==> src/rtl/mem_arbiter.sv <==
// mem_arbiter
//   Shares one memory port between the instruction-fetch path (if_*) and the
//   load/store data path (d_*). A three-state controller (IDLE/MEM/RESP)
//   serialises accesses. It holds the downstream request stable until
//   mem_response, then returns read data and a one-cycle response pulse to
//   the granted requester.
//
//   Build option: MEM_ARB_ROUND_ROBIN_EN
//     defined   - on simultaneous requests, the port that lost the previous
//                 grant wins. Fetch is preferred after reset.
//     undefined - fixed priority: the data port always beats fetch.
//
// Ports
//   clk, reset        clock, asynchronous active-low reset
//   if_addr/if_read_en              fetch request (held until if_response)
//   if_read_val/if_response         fetch data + one-cycle completion pulse
//   d_addr/d_read_en/d_write_en/d_write_val  data request (held until d_response)
//   d_read_val/d_response           load data + one-cycle completion pulse
//   mem_addr/mem_read_en/mem_write_en/mem_write_val  downstream request (level-held)
//   mem_read_val/mem_response       downstream read data + one-cycle completion
//   grant             owner of current/last transaction (0 fetch, 1 data)
module mem_arbiter #(
  parameter int ADDR_W = 32,
  parameter int DATA_W = 32
) (
  input  logic              clk,
  input  logic              reset,
  input  logic [ADDR_W-1:0] if_addr,
  input  logic              if_read_en,
  output logic [DATA_W-1:0] if_read_val,
  output logic              if_response,
  input  logic [ADDR_W-1:0] d_addr,
  input  logic              d_read_en,
  input  logic              d_write_en,
  input  logic [DATA_W-1:0] d_write_val,
  output logic [DATA_W-1:0] d_read_val,
  output logic              d_response,
  output logic [ADDR_W-1:0] mem_addr,
  output logic              mem_read_en,
  output logic              mem_write_en,
  output logic [DATA_W-1:0] mem_write_val,
  input  logic [DATA_W-1:0] mem_read_val,
  input  logic              mem_response,
  output logic              grant
);

  typedef enum logic [1:0] {S_IDLE, S_MEM, S_RESP} state_t;

  state_t r_state;
  logic   w_d_req;
  logic   w_pick_d;

  // A data request is either direction; write takes precedence in IDLE.
  assign w_d_req = d_read_en | d_write_en;

`ifdef MEM_ARB_ROUND_ROBIN_EN
  // r_last_d: 1 when the data port won the last grant. The reset value of 1
  // makes fetch the preferred winner of the first contested grant.
  logic r_last_d;

  assign w_pick_d = w_d_req & (~if_read_en | ~r_last_d);

  always_ff @(posedge clk or negedge reset) begin
    if (!reset)
      r_last_d <= 1'b1;
    else if (r_state == S_IDLE && (w_d_req || if_read_en))
      r_last_d <= w_pick_d;
  end
`else
  assign w_pick_d = w_d_req;
`endif

  always_ff @(posedge clk or negedge reset) begin
    if (!reset) begin
      r_state       <= S_IDLE;
      mem_addr      <= '0;
      mem_read_en   <= 1'b0;
      mem_write_en  <= 1'b0;
      mem_write_val <= '0;
      if_read_val   <= '0;
      if_response   <= 1'b0;
      d_read_val    <= '0;
      d_response    <= 1'b0;
      grant         <= 1'b0;
    end else begin
      case (r_state)
        S_IDLE: begin
          if (w_d_req || if_read_en) begin
            if (w_pick_d) begin
              mem_addr      <= d_addr;
              mem_write_val <= d_write_val;
              mem_write_en  <= d_write_en;
              mem_read_en   <= ~d_write_en;
              grant         <= 1'b1;
            end else begin
              mem_addr     <= if_addr;
              mem_write_en <= 1'b0;
              mem_read_en  <= 1'b1;
              grant        <= 1'b0;
            end
            r_state <= S_MEM;
          end
        end
        S_MEM: begin
          if (mem_response) begin
            mem_read_en  <= 1'b0;
            mem_write_en <= 1'b0;
            if (grant) begin
              d_response <= 1'b1;
              if (mem_read_en)
                d_read_val <= mem_read_val;
            end else begin
              if_response <= 1'b1;
              if_read_val <= mem_read_val;
            end
            r_state <= S_RESP;
          end
        end
        // Requests are not sampled here, so a requester dropping its
        // enable after seeing the pulse is never re-granted.
        S_RESP: begin
          if_response <= 1'b0;
          d_response  <= 1'b0;
          r_state     <= S_IDLE;
        end
        default: r_state <= S_IDLE;
      endcase
    end
  end

endmodule

==> config.mk <==
export PLATFORM = sky130hd
export DESIGN_NAME = mem_arbiter
export DESIGN_NICKNAME = d
export VERILOG_FILES = /design/src/rtl/mem_arbiter.sv
export SDC_FILE = /design/constraint.sdc
export NUM_CORES = 1
export LEC_CHECK = 0
export BUFFER_PORTS_ARGS = -buffer_cell sky130_fd_sc_hd__buf_2
export CORE_MARGIN = 4
export CORE_UTILIZATION = 40
export DETAILED_ROUTE_END_ITERATION = 7
export GPL_TIMING_DRIVEN = 0
export HOLD_SLACK_MARGIN = 0.08
export PLACE_DENSITY = 0.71
export SLEW_MARGIN = 25
export SYNTH_ARGS = -nofsm -noshare
export SYNTH_HDL_FRONTEND = slang
export SYNTH_SLANG_ARGS = --single-unit
==> constraint.sdc <==
create_clock -name clk -period 2.1 [get_ports clk]
set_clock_uncertainty 0.15 [all_clocks]
set_input_delay 0 -clock clk [delete_from_list [all_inputs] [get_ports clk]]
set_output_delay 0 -clock clk [all_outputs]
set_load 0.05 [all_outputs]
-- Word-level counts from Yosys, hierarchy flattened
Index checks and enable logic that the tools add are counted.
- reductions and logical operators: 12
- bitwise gates (word level): 3
- equality and inequality tests: 6
- mux-type cells: 18
- operators by type and width (kind ; count):
    32-bit two-way mux ; 1
    3-bit AND reduction ; 5
    1-bit two-way mux ; 10
    2-bit inequality test (second input constant) ; 4
    1-bit one-hot mux with 2 select lines ; 4
    2-bit two-way mux ; 2
    2-bit one-hot mux with 2 select lines ; 1
    2-bit AND reduction ; 2
    4-bit AND reduction ; 1
    2-bit nonzero test ; 2
    2-bit by 1-bit == test with 1-bit output (second input constant) ; 1
    2-bit == test (second input constant) ; 1
    2-bit zero test ; 1
    1-bit NOT ; 2
    1-bit logical OR ; 1
    1-bit OR ; 1
- output and inout bits: 133
- word-level logic and storage cells: 49
- flip-flop bits (word level): 135

-- Depth between registers and ports, before layout
Gate-level depths: netlist of run 1.
- depth after elaboration: 4
- gate-level depth with buffers: 4
- gate-level depth less buffers: 3

-- Least setup slack after synthesis of run 1
OpenSTA, ideal clock, no wires.
- kind: reg-to-reg
- from: register grant
- to: register d_read_val[0]
- stages on the path, launching flop included: 5
- buffers on the path: 1
- clock period less this slack: 1.778 ns
- data required time: 1.825 ns
- data arrival time: 1.503 ns
- path slack: 0.322 ns
- cell sequence: dfrtp_1 nand2_1 nor2_2 buf_4 mux2_2
- longest elaborated chain between the ends: 1
- RTL lines (item ; RTL line ; RTL):
    from (decl) ; 44 ; output logic grant
    from (signal assigned) ; 84 ; grant <= 1'b0;
    from (signal assigned) ; 94 ; grant <= 1'b1;
    from (signal assigned) ; 99 ; grant <= 1'b0;
    4-bit AND reduction (no source line) ; n/a ;
    to (signal assigned) ; 111 ; d_read_val <= mem_read_val;
    to (decl) ; 36 ; output logic [DATA_W-1:0] d_read_val,
No other way between the ends.
A chain may end at the register's enable or synchronous reset.

-- Final worst setup path of run 1
- from: input d_write_en
- to: register mem_addr[31]
- longest elaborated chain between the ends: 3
- RTL lines (item ; RTL line ; RTL):
    from (decl) ; 34 ; input logic d_write_en,
    1-bit OR (*) ; 54 ; assign w_d_req = d_read_en | d_write_en;
    1-bit logical OR ; 88 ; if (w_d_req || if_read_en) begin
    2-bit AND reduction (no source line) ; n/a ;
    to (signal assigned) ; 90 ; mem_addr <= d_addr;
    to (signal assigned) ; 96 ; mem_addr <= if_addr;
    to (decl) ; 38 ; output logic [ADDR_W-1:0] mem_addr,
Every way passes the cells marked *; elsewhere a longest branch is shown, timed or not.

==> results_tabular.tex, run 1 <==
\begin{tabular}{lr}
\hline
Metric & Value \\
\hline
\multicolumn{2}{l}{\textbf{STA}} \\
Count of final setup violators & 0 \\
Unrepaired setup endpoints after global routing & false \\
Fmax & 497.0 MHz \\
Max-slew violation total from the final report & 0 \\
Sum of negative setup slack & 0 ns \\
Fin crit share & 95.81\% \\
Slew @ Worst Pin & 0.4960 ns \\
Max\_slew headroom & 66.94\% \\
Final hold vios & 0 \\
Shortest period the worst path allows & 2.012 ns \\
\multicolumn{2}{l}{\textbf{Floorplan}} \\
Effective utilization at floorplan & 41.62\% \\
Floorplan core area & 0.01345 mm2 \\
Floorplan die area & 0.01595 mm2 \\
Number of standard-cell rows in the floorplan & 42 \\
Die width & 126.3 um \\
Die boundary height & 126.3 um \\
I/O pin count & 267 \\
\multicolumn{2}{l}{\textbf{Route}} \\
Number of design rule violations left after detail routing & 0 \\
Vias post-DR & 4,441 \\
Remaining antenna violation count & 0 \\
Vias per inst & 4.685 \\
Starting DRC count in detailed routing & 139 \\
DRT Pass-1 Iters & 4 \\
Routed wirelength normalized by instance count & 17.09 um \\
Total wire length after detailed routing & 16,200 um \\
\multicolumn{2}{l}{\textbf{CTS}} \\
CTS HTree Levels & 4 \\
Clock tree from TritonCTS & yes \\
CTS clock-pin slew for the worst setup and hold paths & 0.06 ns \\
Clock insertion delay at the later pin of the skew report & 0.40 ns \\
Clk root buf & clkbuf\_16 \\
Sink count of the clock tree & 135 \\
Total CTS buffers & 17 \\
Buffer levels on the longest clock path & 2 \\
\multicolumn{2}{l}{\textbf{Placed design}} \\
Placed wire-length estimate & 10,600 um \\
Number of input and output port buffers inserted & 266 \\
Area after DPL & 0.007188 mm2 \\
Placed instance count & 775 \\
Final GP Congestion & 0.7585 \\
\multicolumn{2}{l}{\textbf{Worst hold path}} \\
Source of the worst hold timing path & d\_write\_val[15] \\
Type of the most critical hold path & in -> reg \\
\multicolumn{2}{l}{\textbf{Worst setup path}} \\
Launching element type of the critical path & input pin \\
Number of buffer and inverter stages on the critical path & 3 \\
Crit path max-delay family & buffers and inverters \\
Worst stage delay on the critical path & 0.56 ns \\
Reg-to-reg critical path startpoint & r\_state[0] \\
Crit end category & register \\
Arrival time reported for the critical path endpoint & 2.15 ns \\
Maximum fanout encountered on the critical timing path & 5 \\
Crit Path Category & in -> reg \\
Worst setup path startpoint & d\_write\_en \\
Slowest cell on crit path & dlygate4sd3\_1 \\
Cells along the critical path & dlygate4sd3\_1, buf\_2, nor2\_4, mux2\_2, dlygate4sd3\_1, mux2\_2 \\
Data required time of the worst path & 2.24 ns \\
\multicolumn{2}{l}{\textbf{Logic synthesis}} \\
Syn Nets & 466 \\
Mapped cell area & 0.005599 mm2 \\
Total number of yosys warnings & 0 \\
Synthesized netlist cell count & 332 \\
Syn avg cell area & 16.86 um2 \\
Number of synthesized register bits & 135 \\
Synth unique cells & 22 \\
Share of the yosys chip area belonging to registers & 60.34\% \\
\multicolumn{2}{l}{\textbf{Final layout}} \\
Fraction of layout instances using a drive strength above 1 & 61.87\% \\
Number of cells in the finished layout apart from fillers & 948 \\
NumNets Final & 892 \\
Post-route standard cell area excluding fillers & 0.009233 mm2 \\
Most frequent cells in the layout & buf\_2, dlygate4sd3\_1, dfrtp\_1 \\
Area overhead of the layout relative to synthesis & 64.89\% \\
Most frequent standard cell in the layout excluding fill and tap cells & buf\_2 \\
\multicolumn{2}{l}{\textbf{Global route}} \\
Number of global-route vias before repair & 5,166 \\
Total routing usage reported by global routing & 20.66\% \\
Initial antenna violation count & 0 \\
Wire length of the first global-routing pass & 26,290 um \\
Maximum number of pins on one net before global-route repair & 73 \\
Overall overflow remaining after global route & 0 \\
\multicolumn{2}{l}{\textbf{Pwr}} \\
Highest ir drop seen on vdd & 0.9785 mV \\
Static Leak & 4.484 nW \\
Overall power after layout & 0.01683 W \\
Pwr dens & 1823 mW/mm2 \\
\multicolumn{2}{l}{\textbf{Status}} \\
Result of the run & completed \\
\multicolumn{2}{l}{\textbf{Job}} \\
Count of max-cap constraint violations & 0 \\
\hline
\end{tabular}
## cells in the mapped netlist (all sizes together)
master / n / area (um2)
buf: 15 / 120.1
nor2: 4 / 30.03
o21ai: 3 / 18.77
nand2: 3 / 11.26
and2: 1 / 7.510
mux2i: 1 / 10.01
nand3b: 1 / 20.02
dfrtp: 135 / 3378
mux2: 160 / 1929
o2bb2ai: 1 / 8.760
a21bo: 1 / 10.01
inv: 3 / 11.26
a31oi: 1 / 6.260
a31o: 1 / 8.760
o31ai: 2 / 28.78
## report_power, final
part           leakage (nW)  internal, W  switching [W]
clock                 0.300      0.00203        0.00113
combinational          2.58      0.00272        0.00631
sequential             1.60      0.00393       0.000700
total                  4.48      0.00869        0.00814
## path summary, 6_finish.rpt
check,cells after the start,to,slack (ns)
worst max-delay path,6,mem_addr[31],0.09
max in group asynchronous,4,if_read_val[3],0.57
min in group asynchronous,3,d_read_val[18],0.51
worst min register to register,1,d_read_val[30],0.34
worst min-delay path,3,mem_write_val[15],0.20
worst max register to register,4,mem_write_val[1],0.20
## final cells by class
| cell class | count | area, um2 |
|---|---|---|
| fill | 929 | 4220 |
| antenna | 1 | 2.502 |
| sequential | 135 | 3378 |
| inverter | 3 | 11.26 |
| buffer | 15 | 120.1 |
| clock buffer | 19 | 442.9 |
| clock inverter | 13 | 195.2 |
| tap | 176 | 220.2 |
| multi-input combinational | 179 | 2095 |
| timing repair buffer | 407 | 2768 |
## flip-flops by register name (all words and copies together), names as in the netlist
register	count
d_read_val	32
if_read_val	32
mem_addr	32
mem_write_val	32
r_state	2
d_response	1
grant	1
if_response	1
mem_read_en	1
mem_write_en	1
## tightest hold or removal path, stage by stage
cell and delay [ns]:
dlygate4sd3_1 0.52, buf_2 0.09, mux2_2 0.12
## cells by family (layout without fill, tap and decap cells)
logic type	after synthesis	after routing	synth area share (%)
compound gates	9	9	1.453
buf+inv	18	457	2.346
flops	135	135	60.34
mux	161	161	34.64
other cells	0	1	0
simple gates	9	9	1.229
## metrics by stage
stage	setup slack, ns	hold slack, ns	util (%)
floorplan	0.3217	-0.4456	-
global placement	-0.8062	0.07868	53.15
detailed placement	0.2052	-0.1701	53.43
CTS	0.03193	0.1887	68.52
global route	0.02949	0.1955	68.61
finish	0.08804	0.2028	68.63
## per-layer routing
metal / up-vias / share of wire, % / track usage, %
li1: 2036 / - / -
met5: - / 0 / 0
met3: 39 / 7.2 / 6.347
met1: 2172 / 37 / 22.48
met2: 194 / 52 / 37.25
met4: 0 / 3.3 / 8.770
## what timing repair did
action,CTS,global route
hold buffers,139,0
setup endpoints to repair,0,2
endpoints found under the hold margin,270,0
setup buffers,0,1
gates resized for setup,0,1
(Power assumes the default switching activity.)
==> run 2: changes to the inputs <==
Settings changed: ABC_AREA from default to 1, CORE_UTILIZATION 40 to 39, PLACE_DENSITY 0.71 to 0.69, TNS_END_PERCENT from default to 1.
==> results_tabular.tex, run 2 <==
\begin{tabular}{lr}
\hline
Metric & Value \\
\hline
\multicolumn{2}{l}{\textbf{Worst setup path}} \\
Maximum fanout encountered on the critical timing path & 10 (+5) \\
Launching element type of the critical path & register \\
Crit Path Category & reg -> reg \\
Data required time of the worst path & 2.29 ns (+0.05 ns) \\
Worst reg2reg path depth & 7 (+3) \\
Crit end category & register \\
Flop-to-flop setup slack & 0.07 ns (-0.13 ns) \\
RR Endpoint & d\_read\_val[18] \\
Arrival time reported for the critical path endpoint & 2.22 ns (+0.07 ns) \\
Reg-to-reg critical path startpoint & r\_state[1] \\
\multicolumn{2}{l}{\textbf{Logic synthesis}} \\
Post-synthesis compound-gate area fraction & 0.1777\% (-1.3 points) \\
Dominant cell type by area after synthesis & dfrtp\_1 \\
Syn Nets & 827 (+77\%) \\
Number of synthesized register bits & 135 (unchanged) \\
Adder-cell area share of the yosys netlist & 0\% (unchanged) \\
Ranking of synthesized cells by area & dfrtp\_1, nand2\_1, nand3\_1 \\
Synth cell count leaders & nand2\_1, dfrtp\_1, nand3\_1 \\
Proportion of synthesized area in mux cells & 0\% (-35 points) \\
Share of the yosys chip area belonging to registers & 59.99\% (-0.35 points) \\
Total number of yosys warnings & 0 (unchanged) \\
Mapped cell area & 0.005632 mm2 (+0.58\%) \\
Share of flip-flops with an asynchronous set or reset after synthesis & 100.0\% (unchanged) \\
Syn avg cell area & 8.126 um2 (-52\%) \\
Post-synth EDFFs & 0 (unchanged) \\
Synth unique cells & 13 (-41\%) \\
Xor-xnor portion of the synthesized cell area & 0\% (unchanged) \\
Synthesized netlist cell count & 693 (+110\%) \\
Fraction of post-synthesis cell area in the top cell type by area & 59.99\% (-0.35 points) \\
Largest family of logic cells by synthesized area & simple AND/OR/NAND/NOR gates \\
Library cell with the highest instance count after synthesis & nand2\_1 \\
Post-Synth Simple-Gate Area & 36.06\% (+35 points) \\
Post-synth top flop & dfrtp\_1 \\
\multicolumn{2}{l}{\textbf{Final layout}} \\
NumNets Final & 1,285 (+44\%) \\
Fraction of layout instances using a drive strength above 1 & 28.80\% (-33 points) \\
Diode count & 0 (-1) \\
Most frequent standard cell in the layout excluding fill and tap cells & nand2\_1 \\
Most frequent cells in the layout & nand2\_1, buf\_2, dlygate4sd3\_1 \\
Post-route standard cell area excluding fillers & 0.009577 mm2 (+3.7\%) \\
Area used by sequential logic in the layout & 0.003378 mm2 (unchanged) \\
Count of filler cells inserted in the layout & 1,038 (+12\%) \\
Area overhead of the layout relative to synthesis & 70.05\% \\
Footprint of the multi-input gates & 0.002048 mm2 (-2.2\%) \\
\multicolumn{2}{l}{\textbf{Floorplan}} \\
I/O pin count & 267 (unchanged) \\
Floorplan die area & 0.01643 mm2 (+3.0\%) \\
Number of standard-cell rows in the floorplan & 43 (+2.4\%) \\
Floorplan core area & 0.01399 mm2 (+4.0\%) \\
Die width & 128.2 um (+1.5\%) \\
Die boundary height & 128.2 um (+1.5\%) \\
Effective utilization at floorplan & 40.26\% (-1.4 points) \\
\multicolumn{2}{l}{\textbf{Global route}} \\
Peak-usage layer in the global routing report & met2 \\
Total routing usage reported by global routing & 25.11\% (+4.4 points) \\
GR Util met3 & 7.542\% (+1.2 points) \\
Wire length of the first global-routing pass & 32,740 um (+25\%) \\
Initial antenna violation count & 0 (unchanged) \\
Overall overflow remaining after global route & 0 (unchanged) \\
Met1 global-route usage & 29.47\% (+7.0 points) \\
Maximum number of pins on one net before global-route repair & 72 (-1.4\%) \\
Number of global-route vias before repair & 6,661 (+29\%) \\
Met2 track demand over resource & 43.28\% (+6.0 points) \\
\multicolumn{2}{l}{\textbf{STA}} \\
Shortest period the worst path allows & 2.028 ns (+0.01605 ns) \\
Final hold vios & 0 (unchanged) \\
Fin crit share & 96.57\% (+0.76 points) \\
Unrepaired setup endpoints after global routing & true \\
Max-slew violation total from the final report & 0 (unchanged) \\
Slew @ Worst Pin & 0.4988 ns (+0.002780 ns) \\
Max\_slew headroom & 66.75\% (-0.19 points) \\
Count of final setup violators & 0 (unchanged) \\
Sum of negative setup slack & 0 ns (unchanged) \\
Fmax & 493.1 MHz (-0.79\%) \\
\multicolumn{2}{l}{\textbf{Worst hold path}} \\
Source of the worst hold timing path & d\_write\_val[19] \\
Type of the most critical hold path & in -> reg \\
Hold-critical path endpoint & mem\_write\_val[19] \\
Hold path cells & 4 (+1) \\
\multicolumn{2}{l}{\textbf{Route}} \\
DRT Pass-1 Iters & 5 (+1) \\
Remaining antenna violation count & 0 (unchanged) \\
Routed wirelength normalized by instance count & 15.26 um (-11\%) \\
Total wire length after detailed routing & 20,500 um (+27\%) \\
Vias post-DR & 6,426 (+45\%) \\
Starting DRC count in detailed routing & 389 (+180\%) \\
Vias per inst & 4.785 (+2.1\%) \\
Number of design rule violations left after detail routing & 0 (unchanged) \\
\multicolumn{2}{l}{\textbf{CTS}} \\
CTS HTree Levels & 4 (unchanged) \\
Sink count of the clock tree & 135 (unchanged) \\
CTS clock-pin slew for the worst setup and hold paths & 0.06 ns (about the same) \\
Clk root buf & clkbuf\_16 \\
Total CTS buffers & 17 (unchanged) \\
Buffer levels on the longest clock path & 2 (unchanged) \\
Clock insertion delay at the later pin of the skew report & 0.40 ns (about the same) \\
Clock tree from TritonCTS & yes \\
\multicolumn{2}{l}{\textbf{Job}} \\
Count of max-cap constraint violations & 0 (unchanged) \\
\multicolumn{2}{l}{\textbf{Pwr}} \\
Pwr dens & 1718 mW/mm2 (-5.7\%) \\
Static Leak & 5.364 nW (+20\%) \\
Highest ir drop seen on vdd & 1.154 mV (+18\%) \\
\multicolumn{2}{l}{\textbf{Placed design}} \\
Area after DPL & 0.007226 mm2 (+0.52\%) \\
Placed wire-length estimate & 12,520 um (+18\%) \\
Final GP Congestion & 0.8407 (+11\%) \\
Number of input and output port buffers inserted & 266 (unchanged) \\
\multicolumn{2}{l}{\textbf{Status}} \\
Result of the run & completed \\
\hline
\end{tabular}
[run 2: cell count changes after synthesis, moves of 3 or more]
cell	previous run	this run
nand2_2	0	3
mux2_2	119	0
inv_1	3	8
mux2_4	34	0
clkbuf_1	0	5
mux2_1	7	0
buf_4	3	0
buf_2	6	32
nand2_1	3	434
buf_6	6	0
nand3_1	0	67
[run 2: final cells by class]
| class | count | share of cell area, % |
|---|---|---|
| repair buffers | 439 | 32.27 |
| well taps | 180 | 2.352 |
| inverters | 9 | 0.3528 |
| flip-flops and latches | 135 | 35.28 |
| clock inverters | 8 | 1.529 |
| multi-input cells | 512 | 21.39 |
| clock buffers | 23 | 4.886 |
| plain buffers | 37 | 1.947 |
[run 2: through the flow]
stage / std cells / hold WS, ns / worst slack, ns / total power [W] / utilization (%)
finish: 1343 / 0.2120 / 0.07199 / 0.01646 / 68.46
global route: 1343 / 0.2143 / -0.03985 / 0.01732 / 68.46
CTS: 1343 / 0.1817 / 0.02778 / 0.01641 / 68.35
detailed placement: 1140 / -0.1760 / 0.4014 / 0.01289 / 51.65
global placement: 1139 / 0.06632 / -1.019 / 0.01278 / 51.39
floorplan: 693 / -0.4456 / 0.5005 / 0.01064 / -
[run 2: logic make-up after synthesis]
logic type / after synthesis
and+or+nand+nor: 510
DFF: 135
buffers and inverters: 46
AOI/OAI and AO/OA: 2
[run 2: how the worst max path moves through the flow]
stage / startpoint / to / slack, ns / cells after the start
finish: r_state[1] / d_read_val[18] / 0.07 / 7
global route: r_state[1] / d_read_val[18] / -0.04 / 7
CTS: r_state[1] / d_read_val[20] / 0.03 / 7
detailed placement: grant / if_read_val[19] / 0.40 / 5
global placement: reset / mem_addr[15] / -1.02 / 1
floorplan: grant / if_read_val[0] / 0.50 / 5
[run 2: metal layers]
layer / share of wire (%) / wire [um]
met5: 0 / 0
met4: 2.7 / 558
met3: 9.4 / 1928
met2: 49 / 10100
met1: 39 / 7915
[run 2: what timing repair did]
action,in CTS,in global routing
endpoints found under the hold margin,269,0
buffers inserted,0,0
hold buffers,172,0
resized for setup,0,7
setup endpoints to repair,0,29
[run 2: worst max-delay path, stage by stage (launching register included)]
cell and delay (ns):
dfrtp_1 0.44, inv_1 0.13, nand3_1 0.12, nor2_4 0.17, buf_4 0.21, nand2_1 0.09
dlygate4sd3_1 0.56, nand2_1 0.09
[run 2: where the power goes]
part	internal [W]	switching, W
Clock	0.00204	0.00108
Sequential	0.00384	0.000712
Combinational	0.00206	0.00673
